--- src/rtl/memshare_rqst_serializer_if.sv ---
// Request-flag / grant bundle between the skid-buffered request stage, the serializer
// and the shared memory port. Signal suffixes are from the serializer's point of view.
`timescale 1ns/1ps

interface memshare_rqst_serializer_if #(
    parameter int SHARE_GROUP_SIZE = 5,
    parameter int IDX_W            = $clog2(SHARE_GROUP_SIZE),
    parameter int CNT_W            = 16
);
    logic                        rqst_valid_i;
    logic [SHARE_GROUP_SIZE-1:0] rqst_flag_i;
    logic                        rqst_ready_o;
    logic                        grant_valid_o;
    logic [IDX_W-1:0]            grant_idx_o;
    logic [SHARE_GROUP_SIZE-1:0] grant_onehot_o;
    logic                        grant_last_o;
    logic                        grant_ready_i;
    logic                        busy_o;
    logic [CNT_W-1:0]            batch_cnt_o;

    // Serializer side.
    modport slave (
        input  rqst_valid_i, rqst_flag_i, grant_ready_i,
        output rqst_ready_o, grant_valid_o, grant_idx_o, grant_onehot_o,
               grant_last_o, busy_o, batch_cnt_o
    );

    // Request producer / grant consumer side.
    modport master (
        output rqst_valid_i, rqst_flag_i, grant_ready_i,
        input  rqst_ready_o, grant_valid_o, grant_idx_o, grant_onehot_o,
               grant_last_o, busy_o, batch_cnt_o
    );
endinterface

--- src/rtl/memshare_rqst_serializer.sv ---
// Turns one share-group request-flag vector into a stream of single grants, round-robin,
// with the priority pointer carried across batches so no requestor starves.
`timescale 1ns/1ps

module memshare_rqst_serializer #(
    parameter int SHARE_GROUP_SIZE = 5,
    parameter int IDX_W            = $clog2(SHARE_GROUP_SIZE),
    parameter int CNT_W            = 16
) (
    input  logic                          sys_clk,
    input  logic                          rstn,
    memshare_rqst_serializer_if.slave     bus
);
    localparam int N = SHARE_GROUP_SIZE;
    localparam logic [N-1:0]     ONE_N    = N'(1);
    localparam logic [IDX_W-1:0] LAST_IDX = IDX_W'(N - 1);
    localparam logic [IDX_W:0]   SUM_N    = (IDX_W + 1)'(N);

    typedef enum logic {
        IDLE  = 1'b0,
        SERVE = 1'b1
    } state_e;

    state_e           state_q, state_d;
    logic [N-1:0]     pending_q, pending_d;
    logic [IDX_W-1:0] rr_ptr_q, rr_ptr_d;
    logic [CNT_W-1:0] batch_cnt_q, batch_cnt_d;

    logic [2*N-1:0]   pend_rot;
    logic [IDX_W-1:0] pick_off;
    logic [IDX_W:0]   pick_sum;
    logic [IDX_W-1:0] pick_idx;
    logic [N-1:0]     pick_oh;
    logic             pick_single;

    logic gnt_valid;
    logic gnt_last;
    logic gnt_hs;
    logic rqst_ready;
    logic accept;
    logic accept_nz;

    // Rotate pending so bit 0 is the requestor at rr_ptr; the lowest set bit of the
    // rotated view is then the round-robin winner's distance from the pointer.
    assign pend_rot = {pending_q, pending_q} >> rr_ptr_q;

    always_comb begin : rr_pick
        // NOTE: every combinational output gets a default first so no path leaves it
        // unassigned, which would otherwise infer a latch.
        pick_off = '0;
        for (int i = N - 1; i >= 0; i--) begin
            if (pend_rot[i]) pick_off = IDX_W'(i);
        end
        pick_sum    = {1'b0, rr_ptr_q} + {1'b0, pick_off};
        pick_idx    = (pick_sum >= SUM_N) ? IDX_W'(pick_sum - SUM_N) : pick_sum[IDX_W-1:0];
        pick_oh     = ONE_N << pick_idx;
        pick_single = (pending_q != '0) && ((pending_q & (pending_q - ONE_N)) == '0);
    end

    // State register: synchronous active-low reset clears every register.
    always_ff @(posedge sys_clk) begin : state_reg
        if (!rstn) begin
            // NOTE: sequential state uses non-blocking assignments so all registers
            // update together from the values seen before the edge.
            state_q     <= IDLE;
            pending_q   <= '0;
            rr_ptr_q    <= '0;
            batch_cnt_q <= '0;
        end else begin
            state_q     <= state_d;
            pending_q   <= pending_d;
            rr_ptr_q    <= rr_ptr_d;
            batch_cnt_q <= batch_cnt_d;
        end
    end

    always_comb begin : next_state
        state_d     = state_q;
        pending_d   = pending_q;
        rr_ptr_d    = rr_ptr_q;
        batch_cnt_d = batch_cnt_q;
        case (state_q)
            IDLE: begin
                // An all-zero vector is consumed here and simply dropped.
                if (accept_nz) begin
                    pending_d = bus.rqst_flag_i;
                    state_d   = SERVE;
                end
            end
            SERVE: begin
                if (gnt_hs) begin
                    pending_d = pending_q & ~pick_oh;
                    rr_ptr_d  = (pick_idx == LAST_IDX) ? '0 : pick_idx + IDX_W'(1);
                    if (gnt_last) begin
                        batch_cnt_d = batch_cnt_q + CNT_W'(1);
                        if (accept_nz) begin
                            pending_d = bus.rqst_flag_i;
                        end else begin
                            state_d = IDLE;
                        end
                    end
                end
            end
            default: state_d = IDLE;
        endcase
    end

    always_comb begin : outputs
        gnt_valid  = (state_q == SERVE);
        gnt_last   = gnt_valid & pick_single;
        gnt_hs     = gnt_valid & bus.grant_ready_i;
        // Ready during the final grant handshake lets the next batch start with no bubble.
        rqst_ready = (state_q == IDLE) | (gnt_last & bus.grant_ready_i);
        accept     = bus.rqst_valid_i & rqst_ready;
        accept_nz  = accept & (bus.rqst_flag_i != '0);

        bus.rqst_ready_o   = rqst_ready;
        bus.grant_valid_o  = gnt_valid;
        bus.grant_idx_o    = gnt_valid ? pick_idx : '0;
        bus.grant_onehot_o = gnt_valid ? pick_oh : '0;
        bus.grant_last_o   = gnt_last;
        bus.busy_o         = gnt_valid;
        bus.batch_cnt_o    = batch_cnt_q;
    end
endmodule

--- src/flat_wrapper.sv ---
// flat-port wrapper written by rule: the top's interface ports become plain ports
module memshare_rqst_serializer_flat 
#(
    parameter int SHARE_GROUP_SIZE = 5,
    parameter int IDX_W            = $clog2(SHARE_GROUP_SIZE),
    parameter int CNT_W            = 16
)
  (sys_clk, rstn, bus_rqst_valid_i, bus_rqst_flag_i, bus_grant_ready_i, bus_rqst_ready_o, bus_grant_valid_o, bus_grant_idx_o, bus_grant_onehot_o, bus_grant_last_o, bus_busy_o, bus_batch_cnt_o);
  memshare_rqst_serializer_if #(.SHARE_GROUP_SIZE(SHARE_GROUP_SIZE), .IDX_W(IDX_W), .CNT_W(CNT_W)) bus_i ();
  input  logic sys_clk;
  input  logic rstn;
  input wire logic [$bits(bus_i.rqst_valid_i)-1:0] bus_rqst_valid_i;
  input wire logic [$bits(bus_i.rqst_flag_i)-1:0] bus_rqst_flag_i;
  input wire logic [$bits(bus_i.grant_ready_i)-1:0] bus_grant_ready_i;
  output wire logic [$bits(bus_i.rqst_ready_o)-1:0] bus_rqst_ready_o;
  output wire logic [$bits(bus_i.grant_valid_o)-1:0] bus_grant_valid_o;
  output wire logic [$bits(bus_i.grant_idx_o)-1:0] bus_grant_idx_o;
  output wire logic [$bits(bus_i.grant_onehot_o)-1:0] bus_grant_onehot_o;
  output wire logic [$bits(bus_i.grant_last_o)-1:0] bus_grant_last_o;
  output wire logic [$bits(bus_i.busy_o)-1:0] bus_busy_o;
  output wire logic [$bits(bus_i.batch_cnt_o)-1:0] bus_batch_cnt_o;
  assign bus_i.rqst_valid_i = bus_rqst_valid_i;
  assign bus_i.rqst_flag_i = bus_rqst_flag_i;
  assign bus_i.grant_ready_i = bus_grant_ready_i;
  assign bus_rqst_ready_o = bus_i.rqst_ready_o;
  assign bus_grant_valid_o = bus_i.grant_valid_o;
  assign bus_grant_idx_o = bus_i.grant_idx_o;
  assign bus_grant_onehot_o = bus_i.grant_onehot_o;
  assign bus_grant_last_o = bus_i.grant_last_o;
  assign bus_busy_o = bus_i.busy_o;
  assign bus_batch_cnt_o = bus_i.batch_cnt_o;
  memshare_rqst_serializer #(.SHARE_GROUP_SIZE(SHARE_GROUP_SIZE), .IDX_W(IDX_W), .CNT_W(CNT_W)) u_core (.sys_clk(sys_clk), .rstn(rstn), .bus(bus_i));
endmodule
--- config.mk ---
export PLATFORM = sky130hd
export DESIGN_NAME = memshare_rqst_serializer_flat
export DESIGN_NICKNAME = d
export VERILOG_FILES = /design/src/rtl/memshare_rqst_serializer_if.sv /design/src/rtl/memshare_rqst_serializer.sv /design/src/flat_wrapper.sv
export SDC_FILE = /design/constraint.sdc
export NUM_CORES = 1
export LEC_CHECK = 0
export CORE_MARGIN = 8
export CORE_UTILIZATION = 53
export CTS_CLUSTER_DIAMETER = 30
export DETAILED_ROUTE_END_ITERATION = 12
export PLACE_DENSITY = 0.81
export SETUP_SLACK_MARGIN = 0.1
export SLEW_MARGIN = 25
export SYNTH_ARGS = -nofsm -noshare
export SYNTH_HDL_FRONTEND = slang
export SYNTH_SLANG_ARGS = --single-unit
--- constraint.sdc ---
create_clock -name sys_clk -period 5.45 [get_ports sys_clk]
set_input_delay 1.09 -clock sys_clk [delete_from_list [all_inputs] [get_ports sys_clk]]
set_output_delay 1.09 -clock sys_clk [all_outputs]
set_load 0.05 [all_outputs]
==> impl_results.md <==
- Status: finished, final reports clean
- Area leader, netlist: dfxtp_1
- Type of origin of the critical path: flip-flop
- Maximum fanout along the worst path: 6
- Worst-Skew Late Latency: 0.27 ns
- RSZ-0062 raised after global routing: no
- 1st-iter DRT viols: 74
- Final setup viols: 0
- Clock skew: 0.00779 ns
- Met3 routed WL: 311 um
- Antenna Cells: 0
- Initial Utilization: 0.552
- Drt pass-1 iters: 4
- Cts hold-fix bufs: 0
- Dpl cells: 312
- Share of cells above drive strength 1: 0.219
- Cts bufs inserted: 3
- Largest net degree at the start of global routing: 22
- Worst VDD drop: 0.647 mV
- Maximum root-to-sink buffer count: 2
- Max-slew headroom: 0.507
- Detailed-placement wirelength estimate: 3700 um
- Post-synthesis compound-gate area fraction: 0.222
- Total gr overflow: 0
- Routed length on met2: 2450 um
- Post-route met1 wirelength: 2280 um
- Mux cell area share after synthesis: 0.0804
- Die Ht: 77.8 um
- DRC violations left: 0
- Worst path cell trace: mux2i_2 > mux2_2 > and3_1 > o21ai_0 > o311ai_1 > ha_2 > fa_1 > inv_1 > ha_1 > nand2b_1 > a221oi_4 > mux2i_1 > buf_4 > ha_1 > ha_1 > and2_1 > buf_12
- Post-synth top flop: dfxtp_1
- Hold Path Class: flip-flop to flip-flop
- Ys Warns: 0
- WP data required: 4.36 ns
- Wire per inst: 15.7 um
- Rows: 22
- Die area: 6050 um^2
- Largest family of logic cells by synthesized area: simple AND/OR/NAND/NOR gates
- Area delta synth->final: 27.2%
- Die X: 77.8 um
- P_leak: 0.000949 uW
- Synth Cell Area: 2020 um^2
- Synth cell types: 61
- Post-synthesis simple-gate area fraction: 0.240
- Post-synthesis register bit count: 25
- EDFF count, synth: 0
- Detailed-route via count: 1898
- Total Nets Final: 296
- Max Freq: 190 MHz
- GRT Total Usage: 0.158
- Commonest cells in the netlist: dfxtp_1, nor2_1, a21oi_1, mux2i_1, nand2_1
- Period minus WS final: 5.25 ns
- Worst path arrival time: 4.16 ns
- Tcrit/Tclk final: 0.964
- Share of the synthesized area in the top cell type: 0.248
- Async S/R FF share, synth: 0
- Antenna viol nets, final: 0
- Top-count cell post-synth: dfxtp_1
- Avg Inst Size Synth: 8.50 um^2
- # fillers: 289
- Slew @ Worst Pin: 0.739 ns
- GPL Wtd Cong: 0.873
- Sink Count: 25
- Post-synthesis sequential area ratio: 0.248
- Vias in the first global route: 1789
- IO Port Bufs: 36
- Mapped Cells: 238
- Max-slew violation count: 0
- Setup TNS: 0 ns
- Slowest cell on crit path: fa_1
- Area contributors post-synth: dfxtp_1, mux2i_1, ha_1, a21oi_1, xnor2_1
- Highest routed layer: met4
- Non-Filler Instances: 322
- Initial antenna violation count: 0
- Synth Area in XOR/XNOR: 0.0514
- First-pass GRT wire length: 8140 um
- Critical path type: flip-flop to primary output
- Post-synthesis adder-cell area fraction: 0.0780
- Ports: 37
- Core area: 3660 um^2
- MaxCap Viol Count: 0
- H-tree depth: 1
- Root Buffer: clkbuf_8
- Setup crit end kind: primary output
- P per Cell Area: 502 nW/um^2
- Total wire length: 5060 um
- TritonCTS clock tree: done
- Final Hold Fails: 0
- Synth Net Count: 259
- CP dominant cell by count: ha_1
- Vias per cell: 5.89
- CTS clock-pin slew for the worst setup and hold paths: 0.09 ns
- Max incr delay on CP: 0.48 ns
==> sequential cells by signal, summed over array words and instances (netlist names) <==
signal	count
u_core.bus.batch_cnt_o	16
u_core.bus.busy_o	1
u_core.pending_q	5
u_core.rr_ptr_q	3
==> per-layer routing <==
layer,vias up,GRT usage
li1,950,-
met1,884,0.193
met2,62,0.270
met3,2,0.0426
met4,0,0.0321
met5,-,0
==> timing repair <==
| action | 4_1_cts | 5_1_grt |
|---|---|---|
| buffers inserted | 1 | 5 |
| hold endpoints to repair | 0 | 0 |
| gates resized for setup | 5 | 17 |
| pin swaps | 0 | 2 |
| setup endpoints to repair | 5 | 5 |
==> critical path: cells and delay by family (launching register included) <==
kind                       cells  cell delay, ns
muxes                          3            0.81
buffers and inverters          3            0.39
DFF                            1            0.39
adders and majority gates      5            1.17
and+or+nand+nor                3            0.53
AOI/OAI and AO/OA              3            0.59
==> per-stage QoR <==
step	utilization	total power, uW	hold slack (ns)	setup slack, ns	cell area (um^2)
floorplan	-	818	0.565	0.103	2030
global placement	0.660	1020	0.465	0.291	2410
detailed placement	0.660	1050	0.465	0.102	2410
CTS	0.678	1200	0.484	0.0987	2480
global route	0.702	1380	0.514	0.0480	2570
finish	0.702	1290	0.480	0.199	2570
==> cells by family (layout without fill, tap and decap cells) <==
group | count (synthesis) | after routing
flip-flops | 25 | 25
adder cells (fa/ha/maj) | 12 | 12
XOR/XNOR | 11 | 11
multiplexers | 16 | 16
AND/OR/NAND/NOR | 85 | 85
buffers and inverters | 28 | 64
AO/OA/AOI/OAI | 61 | 61
==> layout by cell type (no fill, tap or decap), types with 4 or more instances in the layout <==
| cell | n |
|---|---|
| and3b_1 | 4 |
| or3_1 | 6 |
| mux2i_1 | 11 |
| clkdlybuf4s50_1 | 28 |
| inv_1 | 9 |
| nand3_1 | 10 |
| nor2_1 | 17 |
| o21ai_0 | 10 |
| and3_1 | 5 |
| nand2_1 | 13 |
| o211ai_1 | 4 |
| ha_1 | 9 |
| xnor2_1 | 7 |
| buf_12 | 4 |
| nand4_1 | 6 |
| dfxtp_2 | 4 |
| buf_4 | 17 |
| a21oi_1 | 16 |
| a211oi_1 | 4 |
| dfxtp_1 | 18 |
==> where the power goes <==
part,total [uW],switching [uW],internal (uW),leakage [uW]
Clock,113,60.5,52.4,0.0000228
Combinational,947,557,390,0.000719
Sequential,232,30.3,202,0.000207
==> final cells by class <==
class	count	area, um^2	share of cell area
repair buffers	49	488	0.190
inverters	11	41.3	0.0161
flip-flops and latches	25	517	0.201
clock buffers	4	45.0	0.0175
multi-input cells	185	1420	0.552
well taps	48	60.1	0.0234
==> final timing paths <==
check	startpoint	end	slack, ns	cells after the start
setup reg to reg	u_core.rr_ptr_q[1]	u_core.rr_ptr_q[2]	1.35	18
hold reg to reg	u_core.bus.batch_cnt_o[15]	u_core.bus.batch_cnt_o[15]	0.48	2
hold / removal	u_core.bus.batch_cnt_o[15]	u_core.bus.batch_cnt_o[15]	0.48	2
setup / recovery	u_core.rr_ptr_q[1]	bus_grant_onehot_o[3]	0.20	17
(Power assumes the default switching activity.)
